File: src/rtl/biriscv_fetch_seq.sv
// Fetch sequencer: owns the fetch PC, issues 64-bit ICache reads, drops
// stale responses after redirects and buffers packets for decode.
//
// Ports:
//   clk_i, rst_ni            clock, async active-low reset
//   branch_*_i               redirect strobe, target PC and privilege
//   icache_rd_o/pc_o/priv_o  read request (pc aligned to 8 bytes)
//   icache_accept_i          request taken this cycle
//   icache_valid_i/inst_i    in-order response data
//   icache_error_i           bus error on the response
//   icache_page_fault_i      page fault on the response
//   fetch_*_o                packet to decode (valid, instr, pc, flags)
//   fetch_accept_i           decode takes the packet
//   fetch_stall_cnt_o        stall counter (BIRISCV_FETCH_PERF_EN only)
module biriscv_fetch_seq #(
  parameter logic [31:0] BOOT_PC    = 32'h80000000,
  parameter int          RESP_DEPTH = 2,
  parameter int          CNT_W      = 2
) (
  input  logic        clk_i,
  input  logic        rst_ni,
  input  logic        branch_request_i,
  input  logic [31:0] branch_pc_i,
  input  logic [1:0]  branch_priv_i,
  output logic        icache_rd_o,
  output logic [31:0] icache_pc_o,
  output logic [1:0]  icache_priv_o,
  input  logic        icache_accept_i,
  input  logic        icache_valid_i,
  input  logic [63:0] icache_inst_i,
  input  logic        icache_error_i,
  input  logic        icache_page_fault_i,
  output logic        fetch_valid_o,
  output logic [63:0] fetch_instr_o,
  output logic [31:0] fetch_pc_o,
  output logic [1:0]  fetch_pred_branch_o,
  output logic        fetch_fault_fetch_o,
  output logic        fetch_fault_page_o,
`ifdef BIRISCV_FETCH_PERF_EN
  output logic [31:0] fetch_stall_cnt_o,
`endif
  input  logic        fetch_accept_i
);

  localparam int PW = $clog2(RESP_DEPTH);
  localparam int QW = PW + 1;
  localparam int SW = ((CNT_W > QW) ? CNT_W : QW) + 1;
  localparam logic [31:0] NOP = 32'h00000013;

  typedef struct packed {
    logic [63:0] inst;
    logic [31:0] pc;
    logic        err;
    logic        pf;
  } resp_t;

  logic [31:0]      pc_q;
  logic [1:0]       priv_q;
  logic [CNT_W-1:0] out_q;
  logic [CNT_W-1:0] drop_q;

  logic [31:0]      tag_q [RESP_DEPTH];
  logic [PW-1:0]    tag_wr_q;
  logic [PW-1:0]    tag_rd_q;

  resp_t            buf_q [RESP_DEPTH];
  logic [PW-1:0]    wr_q;
  logic [PW-1:0]    rd_q;
  logic [QW-1:0]    count_q;

  logic [SW-1:0]    inflight;
  logic             issue;
  logic             push;
  logic             pop;
  logic             fault;
  resp_t            head;
  resp_t            wr_ent;

  // Outstanding plus buffered is capped so the FIFO can never overflow.
  always_comb begin
    inflight      = SW'(out_q) + SW'(count_q);
    icache_rd_o   = rst_ni && !branch_request_i
                    && (inflight < SW'(RESP_DEPTH));
    icache_pc_o   = {pc_q[31:3], 3'b0};
    icache_priv_o = priv_q;
    issue         = icache_rd_o && icache_accept_i;
    push          = icache_valid_i && !branch_request_i
                    && (drop_q == '0);
    fetch_valid_o = (count_q != '0);
    pop           = fetch_valid_o && fetch_accept_i;
    wr_ent.inst   = icache_inst_i;
    wr_ent.pc     = tag_q[tag_rd_q];
    wr_ent.err    = icache_error_i;
    wr_ent.pf     = icache_page_fault_i;
  end

  always_ff @(posedge clk_i or negedge rst_ni) begin
    if (!rst_ni) begin
      pc_q   <= BOOT_PC;
      priv_q <= 2'b11;
      out_q  <= '0;
      drop_q <= '0;
    end else begin
      if (branch_request_i) begin
        pc_q   <= branch_pc_i;
        priv_q <= branch_priv_i;
      end else if (issue) begin
        pc_q <= {pc_q[31:3] + 29'd1, 3'b0};
      end
      out_q <= out_q + CNT_W'(issue) - CNT_W'(icache_valid_i);
      // Everything still in flight after a redirect is stale.
      if (branch_request_i)
        drop_q <= out_q - CNT_W'(icache_valid_i);
      else if (icache_valid_i && drop_q != '0)
        drop_q <= drop_q - 1'b1;
    end
  end

  // Request PC tags; the first tag after a redirect keeps pc[2:0].
  always_ff @(posedge clk_i or negedge rst_ni) begin
    if (!rst_ni) begin
      for (int i = 0; i < RESP_DEPTH; i++)
        tag_q[i] <= '0;
      tag_wr_q <= '0;
      tag_rd_q <= '0;
    end else if (branch_request_i) begin
      tag_wr_q <= '0;
      tag_rd_q <= '0;
    end else begin
      if (issue) begin
        tag_q[tag_wr_q] <= pc_q;
        tag_wr_q        <= tag_wr_q + 1'b1;
      end
      if (push)
        tag_rd_q <= tag_rd_q + 1'b1;
    end
  end

  always_ff @(posedge clk_i or negedge rst_ni) begin
    if (!rst_ni) begin
      for (int i = 0; i < RESP_DEPTH; i++)
        buf_q[i] <= '0;
      wr_q    <= '0;
      rd_q    <= '0;
      count_q <= '0;
    end else if (branch_request_i) begin
      wr_q    <= '0;
      rd_q    <= '0;
      count_q <= '0;
    end else begin
      if (push) begin
        buf_q[wr_q] <= wr_ent;
        wr_q        <= wr_q + 1'b1;
      end
      if (pop)
        rd_q <= rd_q + 1'b1;
      if (push && !pop)
        count_q <= count_q + 1'b1;
      else if (!push && pop)
        count_q <= count_q - 1'b1;
    end
  end

  // A target with pc[2] set skips slot0 by turning it into a NOP.
  always_comb begin
    head                = buf_q[rd_q];
    fault               = head.err || head.pf;
    fetch_instr_o       = '0;
    fetch_pc_o          = '0;
    fetch_fault_fetch_o = 1'b0;
    fetch_fault_page_o  = 1'b0;
    fetch_pred_branch_o = 2'b00;
    if (fetch_valid_o) begin
      fetch_pc_o          = head.pc;
      fetch_fault_fetch_o = head.err;
      fetch_fault_page_o  = head.pf;
      if (!fault)
        fetch_instr_o = head.pc[2] ? {head.inst[63:32], NOP}
                                   : head.inst;
    end
  end

`ifdef BIRISCV_FETCH_PERF_EN
  logic [31:0] stall_q;

  always_ff @(posedge clk_i or negedge rst_ni) begin
    if (!rst_ni)
      stall_q <= '0;
    else
      stall_q <= stall_q
                 + 32'(fetch_valid_o && !fetch_accept_i)
                 + 32'(icache_rd_o && !icache_accept_i);
  end

  assign fetch_stall_cnt_o = stall_q;
`endif

endmodule

File: config.mk
export PLATFORM = sky130hd
export DESIGN_NAME = biriscv_fetch_seq
export DESIGN_NICKNAME = d
export VERILOG_FILES = /design/src/rtl/biriscv_fetch_seq.sv
export SDC_FILE = /design/constraint.sdc
export NUM_CORES = 1
export LEC_CHECK = 0
export BUFFER_PORTS_ARGS = -buffer_cell sky130_fd_sc_hd__buf_2
export CORE_ASPECT_RATIO = 0.6
export CORE_MARGIN = 2
export CORE_UTILIZATION = 60
export DETAILED_ROUTE_END_ITERATION = 8
export PLACE_DENSITY = 0.82
export SYNTH_ARGS = -nofsm -noshare
export SYNTH_HDL_FRONTEND = slang
export SYNTH_SLANG_ARGS = --single-unit
File: constraint.sdc
create_clock -name clk_i -period 9.3 [get_ports clk_i]
set_clock_uncertainty 0.2 [all_clocks]
set_input_delay 1.86 -clock clk_i [delete_from_list [all_inputs] [get_ports clk_i]]
set_output_delay 1.86 -clock clk_i [all_outputs]
set_load 0.02 [all_outputs]
==> summary.txt <==
leading area contributor after synthesis -> dfrtp_1
endpoints failing hold -> 0
Wirelength per Cell -> 19.1 um
htree depth -> 1
Iter 0 DRT Violations -> 711
unique cell type count in the Yosys netlist -> 55
DR pass1 iterations -> 5
FF-to-FF path depth -> 8
Synth Cell Area -> 0.0141 mm^2
Placed Instances -> 1653
Mapped Cells -> 1198
hpwl dp -> 21800 um
Worst setup EP type -> output pin
Max Root-Sink Buffers -> 3
Reg2Reg Setup Slack -> 5.42 ns
CTS Root Cell -> clkbuf_16
Startpoint Class -> flip-flop
Async S/R FF share, synth -> 100%
number of synthesized flops with an enable pin -> 0
maxcap violations -> 0
CTS buffer count -> 29
Max-Slew Margin vs Limit -> 20.2%
Final Power -> 4.52 mW
Final WS setup -> 3.74 ns
synth warn -> 0
via count -> 9688
CP Launch Point -> rd_q
# rows -> 43
Final ANT Viol Nets -> 0
Worst VDD drop -> 0.261 mV
Die W -> 202 um
Hold Crit Class -> reg2reg
setup TNS -> 0 ns
period utilisation layout -> 59.8%
CP arrival -> 3.50 ns
hold bufs inserted after CTS -> 0
core outline area -> 0.0231 mm^2
Slew @ Worst Pin -> 1.19 ns
Worst-Skew Late Latency -> 0.56 ns
outcome -> finished clean
Final Max Slew Viols -> 0
total wire length -> 32600 um
Final Wtd Congestion -> 0.844
first-pass GRT wire length -> 52300 um
Clock Sinks -> 304
final setup fails -> 0
Die Ht -> 123 um
Die ar. -> 0.0248 mm^2
crit path kind -> reg2out
synthesized flop and latch total -> 304
IO buf count -> 236
Starting Density -> 61.0%
Synth Area per Inst -> 11.8 um^2
CTS tree -> built
diodes inserted -> 0
Crit Path Max Fanout -> 53
fraction of layout cells with a size suffix above 1 -> 36.1%
clock-pin slew on the worst setup and hold paths -> 0.07 ns
Avg Vias per Cell -> 5.68
RSZ-0062 raised after global routing -> false
setup bufs post-CTS -> 0
I/O pin cnt -> 242
top cell type's share of synthesized area -> 53.5%
min Tclk post-route -> 5.56 ns
fmax -> 0.180 GHz
LEAKAGE -> 7.62 nW
commonest non-fill, non-tap cell in the layout -> dfrtp_1
Syn-to-layout area delta -> 14.9%
Power Dens Cells -> 280 mW/mm^2
GRT Total Usage -> 26.8%
FF-to-FF End -> pc_q[15]
pre-CTS setup slack -> 4.25 ns
vias in the first global route -> 9641
GRT overflow -> 0
FF-to-FF Start -> count_q[0]
top cells by area, synth -> dfrtp_1 53%, mux2_2 15%, mux2i_1 9.5%
sequential-to-total area share from yosys stat -> 54.0%
leading cell types in the layout, fill and taps excluded -> 299 x dfrtp_1, 235 x buf_2, 189 x mux2_2
Fillers -> 1678
Req. time, crit path -> 7.24 ns
end point of the critical path -> fetch_instr_o[2]
nets -> 1481
initial antenna violation count -> 1
CTS resizes -> 0
Post-route DRC -> 0
final cell count without fillers -> 1706
ys flop type -> dfrtp_1
pin count of the biggest net entering global routing -> 159
-- per-layer routing --
metal	vias up	part of all wire (%)	GRT usage [%]
met3	58	6.8	5.18
met2	333	44	39.9
met4	2	1.8	6.11
li1	4498	-	-
met5	-	0.040	0
met1	4797	48	40.8
-- area by class of cell --
type | instances | area [um^2] | area share (%)
Sequential cell | 304 | 7620 | 47.1
Multi-Input combinational cell | 776 | 5880 | 36.3
Timing Repair Buffer | 247 | 1290 | 7.95
Clock buffer | 43 | 848 | 5.24
Tap cell | 315 | 394 | 2.44
Clock inverter | 10 | 115 | 0.711
Inverter | 11 | 41.3 | 0.255
-- report_power, final --
group	switching [mW]	internal (mW)	total, mW
clock	0.502	0.688	1.19
combinational	0.566	0.595	1.16
sequential	0.324	1.85	2.17
total	1.39	3.13	4.52
-- Yosys cell counts, types with 3 or more instances --
master	n
nor4_1	4
clkbuf_1	29
ha_1	5
dfrtp_1	301
dfstp_2	3
nor2_1	153
nand3_1	18
inv_1	10
a31oi_1	6
buf_4	35
and3_1	6
buf_1	10
o311ai_1	5
o21ai_0	57
a221o_1	11
o22ai_1	3
mux2_2	189
nor3_1	6
mux2_1	7
nand4_1	10
buf_2	37
xor2_1	5
a21oi_1	36
nand2_1	71
nand2b_1	5
and2_1	4
mux2i_1	133
xnor2_1	6
-- through the flow --
step / area [um^2] / utilization, % / hold WS [ns]
3_5_place_dp: 15200 / 65.9 / 0.270
5_1_grt: 16200 / 70.1 / 0.299
3_3_place_gp: 15200 / 65.9 / 0.260
4_1_cts: 16200 / 70.1 / 0.283
6_report: 16200 / 70.1 / 0.276
2_1_floorplan: 14100 / - / 0.249
-- worst min-delay path by stage --
stage                    from        end  slack, ns  cells past startpoint
CTS                 buf_q[24]  buf_q[24]       0.28                      2
global placement    buf_q[16]  buf_q[16]       0.26                      2
detailed placement  buf_q[24]  buf_q[24]       0.27                      2
global route        buf_q[21]  buf_q[21]       0.30                      2
floorplan           tag_q[59]  tag_q[59]       0.25                      2
finish              buf_q[24]  buf_q[24]       0.28                      2
-- cells by family after synthesis --
family	Yosys count	synth area share (%)
adder cells (fa/ha/maj)	6	0.586
flip-flops	304	54.0
buffers and inverters	122	4.51
multiplexers	329	25.1
XOR/XNOR	11	0.684
AND/OR/NAND/NOR	293	9.43
other	1	0.0266
AO/OA/AOI/OAI	132	5.59
-- critical path, stage by stage (launching register included) --
cell and delay [ns]:
dfrtp_4 1.03, nor3_1 0.17, o21ai_2 0.15, buf_4 0.37
inv_1 0.07, nand2_1 0.72, nor2_1 0.15, buf_2 0.21
-- sequential cells by signal, indices dropped and copies added (netlist names) --
name and count:
tag_rd_q 1, wr_q 1, count_q 2, tag_wr_q 1, buf_q 196, rd_q 1, drop_q 2, out_q 2
tag_q 64, icache_priv_o 2, pc_q 32
Note: power is estimated with default switching activity, not from simulation.
